File: src/rtl/spi_master_param.sv
// rtl/spi_master_param.sv - Parametrised SPI master, four modes, multiple slave selects, start/busy/done handshake
// Build option SPI_MASTER_LOOPBACK_EN adds a loopback input that feeds mosi back into the receive path.
module spi_master_param #(
    parameter int DATA_W  = 8,
    parameter int NUM_SS  = 1,
    parameter int SS_W    = 1,
    parameter int CLK_DIV = 4
) (
    input  logic              clk,
    input  logic              rst,
    input  logic              start,
    input  logic [1:0]        mode,
    input  logic [SS_W-1:0]   ss_sel,
    input  logic [DATA_W-1:0] tx_data,
    output logic [DATA_W-1:0] rx_data,
    output logic              busy,
    output logic              done,
    output logic              sclk,
    output logic              mosi,
    input  logic              miso,
`ifdef SPI_MASTER_LOOPBACK_EN
    input  logic              loopback,
`endif
    output logic [NUM_SS-1:0] ss_n
);

    localparam int DIV_W = (CLK_DIV > 1) ? $clog2(CLK_DIV) : 1;
    localparam int TOG_W = $clog2(2 * DATA_W);
    localparam logic [DIV_W-1:0] DIV_LAST = DIV_W'(CLK_DIV - 1);
    localparam logic [TOG_W-1:0] TOG_LAST = TOG_W'(2 * DATA_W - 1);
    localparam logic [31:0]      NUM_SS_U = NUM_SS;

    typedef enum logic [2:0] {
        S_IDLE,
        S_LEAD,
        S_XFER,
        S_TRAIL,
        S_DONE
    } state_t;

    state_t            r_state;
    logic [DIV_W-1:0]  r_div;
    logic [TOG_W-1:0]  r_tog;
    logic [1:0]        r_mode;
    logic [DATA_W-1:0] r_tx;
    logic [DATA_W-1:0] r_rx;
    logic [DATA_W-1:0] r_rx_data;
    logic              r_sclk;
    logic              r_mosi;
    logic              r_busy;
    logic              r_done;
    logic [NUM_SS-1:0] r_ss_n;

    logic              w_accept;
    logic              w_half_end;
    logic              w_lead_edge;
    logic              w_rx_bit;
    logic [NUM_SS-1:0] w_ss_onehot;

    // Out-of-range slave indices never start a transfer.
    assign w_accept    = start && (32'(ss_sel) < NUM_SS_U) &&
                         ((r_state == S_IDLE) || (r_state == S_DONE));
    assign w_half_end  = (r_div == DIV_LAST);
    assign w_lead_edge = ~r_tog[0];
    assign w_ss_onehot = NUM_SS'(1) << ss_sel;

`ifdef SPI_MASTER_LOOPBACK_EN
    logic r_loopback;
    assign w_rx_bit = r_loopback ? r_mosi : miso;
`else
    assign w_rx_bit = miso;
`endif

    always_ff @(posedge clk) begin
        if (rst) begin
            r_state   <= S_IDLE;
            r_div     <= '0;
            r_tog     <= '0;
            r_mode    <= 2'b00;
            r_tx      <= '0;
            r_rx      <= '0;
            r_rx_data <= '0;
            r_sclk    <= 1'b0;
            r_mosi    <= 1'b0;
            r_busy    <= 1'b0;
            r_done    <= 1'b0;
            r_ss_n    <= '1;
`ifdef SPI_MASTER_LOOPBACK_EN
            r_loopback <= 1'b0;
`endif
        end else begin
            r_done <= 1'b0;
            case (r_state)
                S_IDLE, S_DONE: begin
                    r_state <= S_IDLE;
                    r_busy  <= 1'b0;
                    r_ss_n  <= '1;
                    r_mosi  <= 1'b0;
                    if (w_accept) begin
                        r_state <= S_LEAD;
                        r_busy  <= 1'b1;
                        r_mode  <= mode;
                        r_tx    <= tx_data;
                        r_rx    <= '0;
                        r_div   <= '0;
                        r_tog   <= '0;
                        r_sclk  <= mode[1];
                        r_mosi  <= mode[0] ? 1'b0 : tx_data[DATA_W-1];
                        r_ss_n  <= ~w_ss_onehot;
`ifdef SPI_MASTER_LOOPBACK_EN
                        r_loopback <= loopback;
`endif
                    end
                end
                S_LEAD: begin
                    if (w_half_end) begin
                        r_div   <= '0;
                        r_state <= S_XFER;
                    end else begin
                        r_div <= r_div + DIV_W'(1);
                    end
                end
                S_XFER: begin
                    if (w_half_end) begin
                        r_div  <= '0;
                        r_sclk <= ~r_sclk;
                        r_tog  <= r_tog + TOG_W'(1);
                        if (w_lead_edge) begin
                            if (r_mode[0]) begin
                                r_mosi <= r_tx[DATA_W-1];
                                r_tx   <= r_tx << 1;
                            end else begin
                                r_rx <= {r_rx[DATA_W-2:0], w_rx_bit};
                            end
                        end else begin
                            if (r_mode[0]) begin
                                r_rx <= {r_rx[DATA_W-2:0], w_rx_bit};
                            end else if (r_tog != TOG_LAST) begin
                                // CPHA=0 preloads the MSB in LEAD, so r_tx[MSB-1] is the next bit out.
                                r_mosi <= r_tx[DATA_W-2];
                                r_tx   <= r_tx << 1;
                            end
                        end
                        if (r_tog == TOG_LAST) begin
                            r_state <= S_TRAIL;
                        end
                    end else begin
                        r_div <= r_div + DIV_W'(1);
                    end
                end
                S_TRAIL: begin
                    if (w_half_end) begin
                        r_div     <= '0;
                        r_state   <= S_DONE;
                        r_done    <= 1'b1;
                        r_busy    <= 1'b0;
                        r_ss_n    <= '1;
                        r_mosi    <= 1'b0;
                        r_rx_data <= r_rx;
                    end else begin
                        r_div <= r_div + DIV_W'(1);
                    end
                end
                default: begin
                    r_state <= S_IDLE;
                end
            endcase
        end
    end

    assign rx_data = r_rx_data;
    assign busy    = r_busy;
    assign done    = r_done;
    assign sclk    = r_sclk;
    assign mosi    = r_mosi;
    assign ss_n    = r_ss_n;

endmodule

File: config.mk
export PLATFORM = sky130hd
export DESIGN_NAME = spi_master_param
export DESIGN_NICKNAME = d
export VERILOG_FILES = /design/src/rtl/spi_master_param.sv
export SDC_FILE = /design/constraint.sdc
export NUM_CORES = 1
export LEC_CHECK = 0
export BUFFER_PORTS_ARGS = -buffer_cell sky130_fd_sc_hd__buf_2
export CAP_MARGIN = 20
export CORE_UTILIZATION = 49
export CTS_BUF_LIST = sky130_fd_sc_hd__clkbuf_8 sky130_fd_sc_hd__clkbuf_16
export DETAILED_ROUTE_END_ITERATION = 10
export PLACE_DENSITY = 0.8
export SYNTH_ARGS = -nofsm -noshare
export SYNTH_HDL_FRONTEND = slang
export SYNTH_SLANG_ARGS = --single-unit
File: constraint.sdc
create_clock -name clk -period 3.5 [get_ports clk]
set_clock_uncertainty 0.2 [all_clocks]
set_input_delay 0.7 -clock clk [delete_from_list [all_inputs] [get_ports clk]]
set_output_delay 0.7 -clock clk [all_outputs]
set_load 0.05 [all_outputs]
==> metrics.yaml, run 1 <==
cts:
  htree_levels: 2
  postCtsSetupBuffers: 0
  clk_latency_ns: 0.29
  clock-root-buffer: "clkbuf_8"
  cts_tree: "built"
  hold_buffers: 0
  cts_sinks: 39
  path_clk_slew_ns: 0.08
  clk_path_buf_depth: 2
  post_cts_resized: 0
  numCtsBuffers: 5
global_routing:
  grtUsageMet2: 0.2811
  grt_usage: 0.1790
  grt_use_met3: 0.07039
  grt_pass1_wl_um: 4871
  met1_usage: 0.2208
  grt_pass1_vias: 1111
  grt-ovfl-total: 0
  busiest_layer: "met2"
  antenna_found_initial: 0
  grt_max_degree: 41
sta:
  worst_pin_slew_ns: 0.7628
  drv_slew: 0
  maxSlewHeadroom: 0.4915
  holdWs_ns: 0.2527
  min_period_ns: 2.091
  rsz0062_at_grt: "no"
  fmax_mhz: 478.2
  fin_crit_sh: 0.5975
  setup_viol: 0
  hold_viol: 0
  tns_ns: 0
place:
  dp_hpwl_um: 2130
  globalplace.congestion: 0.7285
  io_buffers: 27
hold_path:
  holdPathStages: 2
  hold_class: "register to register"
  hp-start: "r_rx[7]"
  hold-path-endpoint: "rx_data[7]"
setup_path:
  reg2reg_from: "r_div[0]"
  worstSetupStartpointType: "register"
  end_kind: "register"
  worstPathRequired_ns: 3.46
  cpPeakStageDelay_ns: 0.43
  path_class: "register to register"
  reg2reg_to: "r_rx[3]"
  r2r_cells: 5
  reg2reg_slack_ns: 1.41
  critPathArrivalTime_ns: 2.05
  worst_path_max_delay_cell: "and4bb_1"
  path_cells: "ha_1 -> and4bb_1 -> nand2b_1 -> mux2i_1 -> nor2_1"
  crit_path_max_fanout: 9
final_layout:
  final_nets: 222
  area_delta_synth_final_pct: 11.91
  register_area_um2: 780.7
  diodes: 0
  drive_above_1_share: 0.2573
  fill_cells: 335
  multiInputGateArea_um2: 874.6
logic_synthesis:
  synth_cell_types: 36
  synthArstFlopShare: 0
  ys_warn_count: 0
  mappedNetlistArea_mm2: 0.001754
  ys_seq_area_frac: 0.4451
  yosys-top-cells-area: "dfxtp_1 45%, mux2i_1 10%, nor2_1 5.6%, a211oi_2 5.0%, nand2_1 4.1%"
  synthesis.nets: 199
  yosysMostFrequentCell: "dfxtp_1"
  synth-seq-cells: 39
  synth_common_cells: "39 x dfxtp_1, 26 x nor2_1, 19 x nand2_1"
  synth-edff-count: 0
  synth_top_area_share: 0.4451
  yosys.area.top_type: "dfxtp_1"
  synthCells: 182
  synth_top_flop_cell: "dfxtp_1"
  syn_avg_cell_area_um2: 9.638
routing:
  firstDrtPassIters: 4
  routedWlPerCell_um: 12.10
  routed_wirelength_um: 3048
  viasPerCell: 5.159
  vias: 1300
  route.detailed.drc: 0
  drtIter0Drc: 60
  ant_nets: 0
run_status:
  outcome: "completed"
floorplan:
  fp.dieArea_mm2: 0.003823
  start_util: 0.5175
  pin_count: 28
  die_w_um: 61.83
  fp.dieH_um: 61.83
  core_mm2: 0.003390
  row_count: 21
power_and_ir_drop:
  total_power_mw: 0.8347
  p_per_area_mw_per_mm2: 425.2
  ir_drop_mv: 0.2876
  p_leak_nw: 0.8242
flow_run:
  drv_cap: 0
-- metrics by stage --
stage	setup WS [ns]	cell area (µm²)	utilization	std cells
2_1_floorplan	1.716	1754	-	182
3_3_place_gp	1.265	1874	0.5530	244
3_5_place_dp	1.223	1874	0.5530	244
4_1_cts	1.411	1963	0.5792	252
5_1_grt	1.248	1963	0.5792	252
6_report	1.409	1963	0.5792	252
-- power breakdown --
group / total, mW / switching (mW) / internal [mW] / leakage [nW]
registers: 0.463 / 0.00837 / 0.455 / 0.316
logic: 0.0722 / 0.0419 / 0.0303 / 0.468
clock network: 0.299 / 0.161 / 0.139 / 0.0402
total: 0.835 / 0.211 / 0.624 / 0.824
-- routing by layer --
metal  vias up  share of wire
li1        671              -
met1       598           0.47
met2        27           0.47
met3         4          0.046
met4         0          0.013
met5         -              0
-- sequential cells by signal, summed over array words and instances (netlist names) --
| name | flops |
|---|---|
| mosi | 1 |
| r_state | 3 |
| r_div | 2 |
| r_rx | 8 |
| r_tx | 8 |
| sclk | 1 |
| done | 1 |
| busy | 1 |
| r_tog | 4 |
| r_mode | 1 |
| ss_n | 1 |
| rx_data | 8 |
-- cells by family (layout without fill, tap and decap cells) --
family,count (synthesis),count (layout),synth area share
buf+inv,16,40,0.05635
flops,39,39,0.4451
mux,20,20,0.1155
xor+xnor,4,4,0.01997
simple gates,72,72,0.2061
compound gates,29,29,0.1427
fa+ha+maj,2,2,0.01426
-- layout make-up --
cell class                 instances  area share
inverter                           3    0.005736
clock buffer                       5     0.03505
timing repair buffer              29     0.07648
tap                               46     0.02932
clock inverter                     3     0.01020
multi-input combinational        127      0.4455
sequential                        39      0.3977
-- cells in the final DEF (no fill, tap or decap), drive strengths merged --
cell type / count
o21ai: 2
ha: 2
o21ba: 1
inv: 3
a31o: 1
a41oi: 1
a21o: 1
nand2b: 1
clkbuf: 5
mux2i: 18
and4bb: 1
o2bb2a: 1
clkinv: 1
and4b: 1
nor2: 29
a211oi: 8
dfxtp: 39
a32oi: 1
buf: 29
xor2: 4
mux2: 2
nor3: 6
nand2: 19
nor3b: 1
nand4: 3
nand4b: 1
nor2b: 9
a22oi: 2
nor4b: 1
o21bai: 1
clkinvlp: 2
a21oi: 10
-- worst max-delay path, delay by kind of cell (launching register included) --
family / cells / cell delay, ns
mux: 1 / 0.28
flops: 1 / 0.36
simple gates: 3 / 0.85
fa+ha+maj: 1 / 0.28
-- how the worst max path moves through the flow --
stage,to,from,slack [ns]
final,r_rx[3],r_div[0],1.41
after global routing,r_rx[3],r_div[0],1.25
after CTS,r_rx[1],r_div[0],1.41
after detailed placement,r_div[1],ss_sel,1.22
after global placement,r_div[1],ss_sel,1.27
after floorplan,mosi,r_tog[0],1.72
Note: power is estimated with default switching activity, not from simulation.
==> inputs of run 2 (changes only) <==
Settings changed: ABC_AREA set to 1.
Clock period 3.5 ns to 2 ns, I/O delays scaled along.
==> metrics.yaml, run 2 <==
setup_path:
  worstPathRequired_ns: 2.02  # was 3.46 ns
  crit_end: "r_rx[0]"  # was r_rx[3]
  cpPeakStageDelay_ns: 0.36  # was 0.43 ns
  end_kind: "register"  # unchanged
  worst_path_max_delay_cell: "dfxtp_1"  # was and4bb_1
  reg2reg_from: "r_div[0]"  # unchanged
  reg2reg_slack_ns: 0.31  # was 1.41 ns
  path_class: "register to register"  # unchanged
  worstSetupStartpointType: "register"  # unchanged
  critPathArrivalTime_ns: 1.71  # was 2.05 ns
  r2r_cells: 5  # unchanged
  path_cells: "ha_1 -> nand4_1 -> nor2_2 -> nand2_1 -> a21oi_1"  # was ha_1 -> and4bb_1 -> nand2b_1 -> mux2i_1 -> nor2_1
  cp-startpoint: "r_div[0]"  # unchanged
  crit_path_max_fanout: 8  # was 9
  reg2reg_to: "r_rx[0]"  # was r_rx[3]
global_routing:
  grt-ovfl-total: 0  # unchanged
  grt_pass1_vias: 1299  # was 1111
  grt_usage: 0.1957  # was 0.1790
  grt_max_degree: 23  # was 41
  grt_pass1_wl_um: 5485  # was 4871 µm
  antenna_found_initial: 0  # unchanged
routing:
  routedWlPerCell_um: 10.54  # was 12.10 µm
  ant_nets: 0  # unchanged
  route.detailed.drc: 0  # unchanged
  firstDrtPassIters: 4  # unchanged
  routed_wirelength_um: 3457  # was 3048 µm
  drtIter0Drc: 135  # was 60
  vias: 1608  # was 1300
  viasPerCell: 4.902  # was 5.159
place:
  io_buffers: 27  # unchanged
  globalplace.congestion: 0.8244  # was 0.7285
  placed_cells: 320  # was 244
  dp_hpwl_um: 2478  # was 2130 µm
cts:
  clock-root-buffer: "clkbuf_8"  # unchanged
  clk_latency_ns: 0.29  # about the same
  cts_sinks: 39  # unchanged
  htree_levels: 2  # unchanged
  cts_tree: "built"  # unchanged
  numCtsBuffers: 5  # unchanged
  postCtsSetupBuffers: 0  # unchanged
  hold_buffers: 0  # unchanged
  clk_path_buf_depth: 2  # unchanged
  path_clk_slew_ns: 0.08  # about the same
  post_cts_resized: 0  # unchanged
sta:
  maxSlewHeadroom: 0.5746  # was 0.4915
  drv_slew: 0  # unchanged
  setup_viol: 0  # unchanged
  rsz0062_at_grt: "no"  # unchanged
  min_period_ns: 1.691  # was 2.091 ns
  worst_pin_slew_ns: 0.6374  # was 0.7628 ns
  tns_ns: 0  # unchanged
  hold_viol: 0  # unchanged
  fin_crit_sh: 0.8457  # was 0.5975
  fmax_mhz: 591.2  # was 478.2 MHz
logic_synthesis:
  synth_common_cells: "61 x nand2_1, 39 x dfxtp_1, 33 x nor2_1"  # was 39 x dfxtp_1, 26 x nor2_1, 19 x nand2_1
  yosysMostFrequentCell: "nand2_1"  # was dfxtp_1
  synth-compound-area-share: 0.1394  # was 0.1427
  syn_avg_cell_area_um2: 6.953  # was 9.638 µm²
  synthAdderAreaFrac: 0.01422  # was 0.01427
  synth-edff-count: 0  # unchanged
  synthSimpleGateAreaFrac: 0.3065  # was 0.2061
  synth_top_flop_cell: "dfxtp_1"  # unchanged
  synth_xor_area_frac: 0  # was 0.01997
  mappedNetlistArea_mm2: 0.001759  # was 0.001754 mm²
  synth_cell_types: 21  # was 36
  synth_top_area_share: 0.4438  # was 0.4451
  ys_warn_count: 0  # unchanged
  synth_top_family_by_area: "simple AND/OR/NAND/NOR gates"  # unchanged
  ys_seq_area_frac: 0.4438  # was 0.4451
  synthCells: 253  # was 182
  synth-seq-cells: 39  # unchanged
  yosys-top-cells-area: "dfxtp_1 44%, nand2_1 13%, a21oi_1 7.1%, nor2_1 7.0%, o21ai_0 6.8%"  # was dfxtp_1 45%, mux2i_1 10%, nor2_1 5.6%, a211oi_2 5.0%, nand2_1 4.1%
  synthesis.nets: 270  # was 199
  yosys.area.top_type: "dfxtp_1"  # unchanged
  synthArstFlopShare: 0  # unchanged
  synth.area.mux_share: 0  # was 0.1155
floorplan:
  die_w_um: 61.92  # was 61.83 µm
  pin_count: 28  # unchanged
  start_util: 0.5190  # was 0.5175
  fp.dieH_um: 61.92  # was 61.83 µm
  fp.dieArea_mm2: 0.003834  # was 0.003823 mm²
  core_mm2: 0.003390  # unchanged
  row_count: 21  # unchanged
final_layout:
  instances_no_fill: 328  # was 252
  mostFrequentLayoutCell: "nand2_1"  # was dfxtp_1
  fin_util: 0.6024  # was 0.5792
  diodes: 0  # unchanged
  layout_common_cells: "61 x nand2_1, 39 x dfxtp_1, 33 x nor2_1, 30 x inv_1, 27 x buf_2"  # was 39 x dfxtp_1, 27 x buf_2, 26 x nor2_1, 19 x nand2_1, 18 x mux2i_1
  area_delta_synth_final_pct: 16.07  # was 11.91%
  final_nets: 298  # was 222
  drive_above_1_share: 0.1702  # was 0.2573
run_status:
  outcome: "completed"  # unchanged
power_and_ir_drop:
  ir_drop_mv: 0.6238  # was 0.2876 mV
  p_leak_nw: 0.9350  # was 0.8242 nW
  p_per_area_mw_per_mm2: 1129  # was 425.2 mW/mm²
  total_power_mw: 2.306  # was 0.8347 mW
hold_path:
  hold_class: "input port to register"  # was register to register
  hp-start: "miso"  # was r_rx[7]
flow_run:
  drv_cap: 0  # unchanged
## run 2: cell count changes after synthesis, moves of 4 or more
cell / delta
a211oi_2: -7
a21oi_1: +15
inv_1: +27
mux2i_1: -18
nand2_1: +42
nand3_1: +15
nor2_1: +7
nor2b_1: -9
nor3_1: -6
o21ai_0: +22
xor2_1: -4
## run 2: cells by family after synthesis
kind of cell	count (synthesis)
adder cells (fa/ha/maj)	2
AO/OA/AOI/OAI	49
flip-flops	39
AND/OR/NAND/NOR	122
buffers and inverters	41
## run 2: worst min-delay path by stage
stage | end | slack [ns] | depth (start not counted)
2_1_floorplan | r_div[1] | 0.24 | 2
3_3_place_gp | rx_data[1] | 0.23 | 2
3_5_place_dp | rx_data[6] | 0.24 | 2
4_1_cts | r_rx[0] | 0.17 | 3
5_1_grt | r_rx[0] | 0.18 | 3
6_report | r_rx[0] | 0.18 | 3
## run 2: cell type report
class / count / area [µm²]
flip-flops and latches: 39 / 780.7
clock inverters: 3 / 43.79
inverters: 31 / 116.4
clock buffers: 5 / 68.82
well taps: 46 / 57.56
repair buffers: 31 / 165.2
fillers: 319 / 1348
multi-input cells: 173 / 809.5
## run 2: per-layer routing
metal / vias to the layer above / wire length, µm / global-route usage
li1: 864 / - / -
met3: 5 / 154 / 0.05176
met5: - / 0 / 0
met1: 709 / 1685 / 0.2612
met4: 0 / 46 / 0.07619
met2: 30 / 1571 / 0.3026
## run 2: where the power goes
part | total, mW | leakage [nW] | switching, mW | internal, mW
Combinational | 0.713 | 0.560 | 0.485 | 0.228
Clock | 0.650 | 0.0581 | 0.279 | 0.371
Sequential | 0.943 | 0.317 | 0.0678 | 0.875
Total | 2.31 | 0.935 | 0.832 | 1.47
## run 2: stage by stage
step                      hold WS [ns]  setup WS, ns  instance area (µm²)
after floorplan                 0.2426        0.5161                 1759
after global placement          0.2331        0.2752                 1929
after detailed placement        0.2433        0.2821                 1929
after CTS                       0.1726        0.3079                 2042
after global routing            0.1786        0.1391                 2042
final                           0.1754        0.3086                 2042
## run 2: critical path, delay by kind of cell, from the launching register on
family	cells	cell delay, ns
compound gates	1	0.16
fa+ha+maj	1	0.23
flops	1	0.36
simple gates	3	0.69
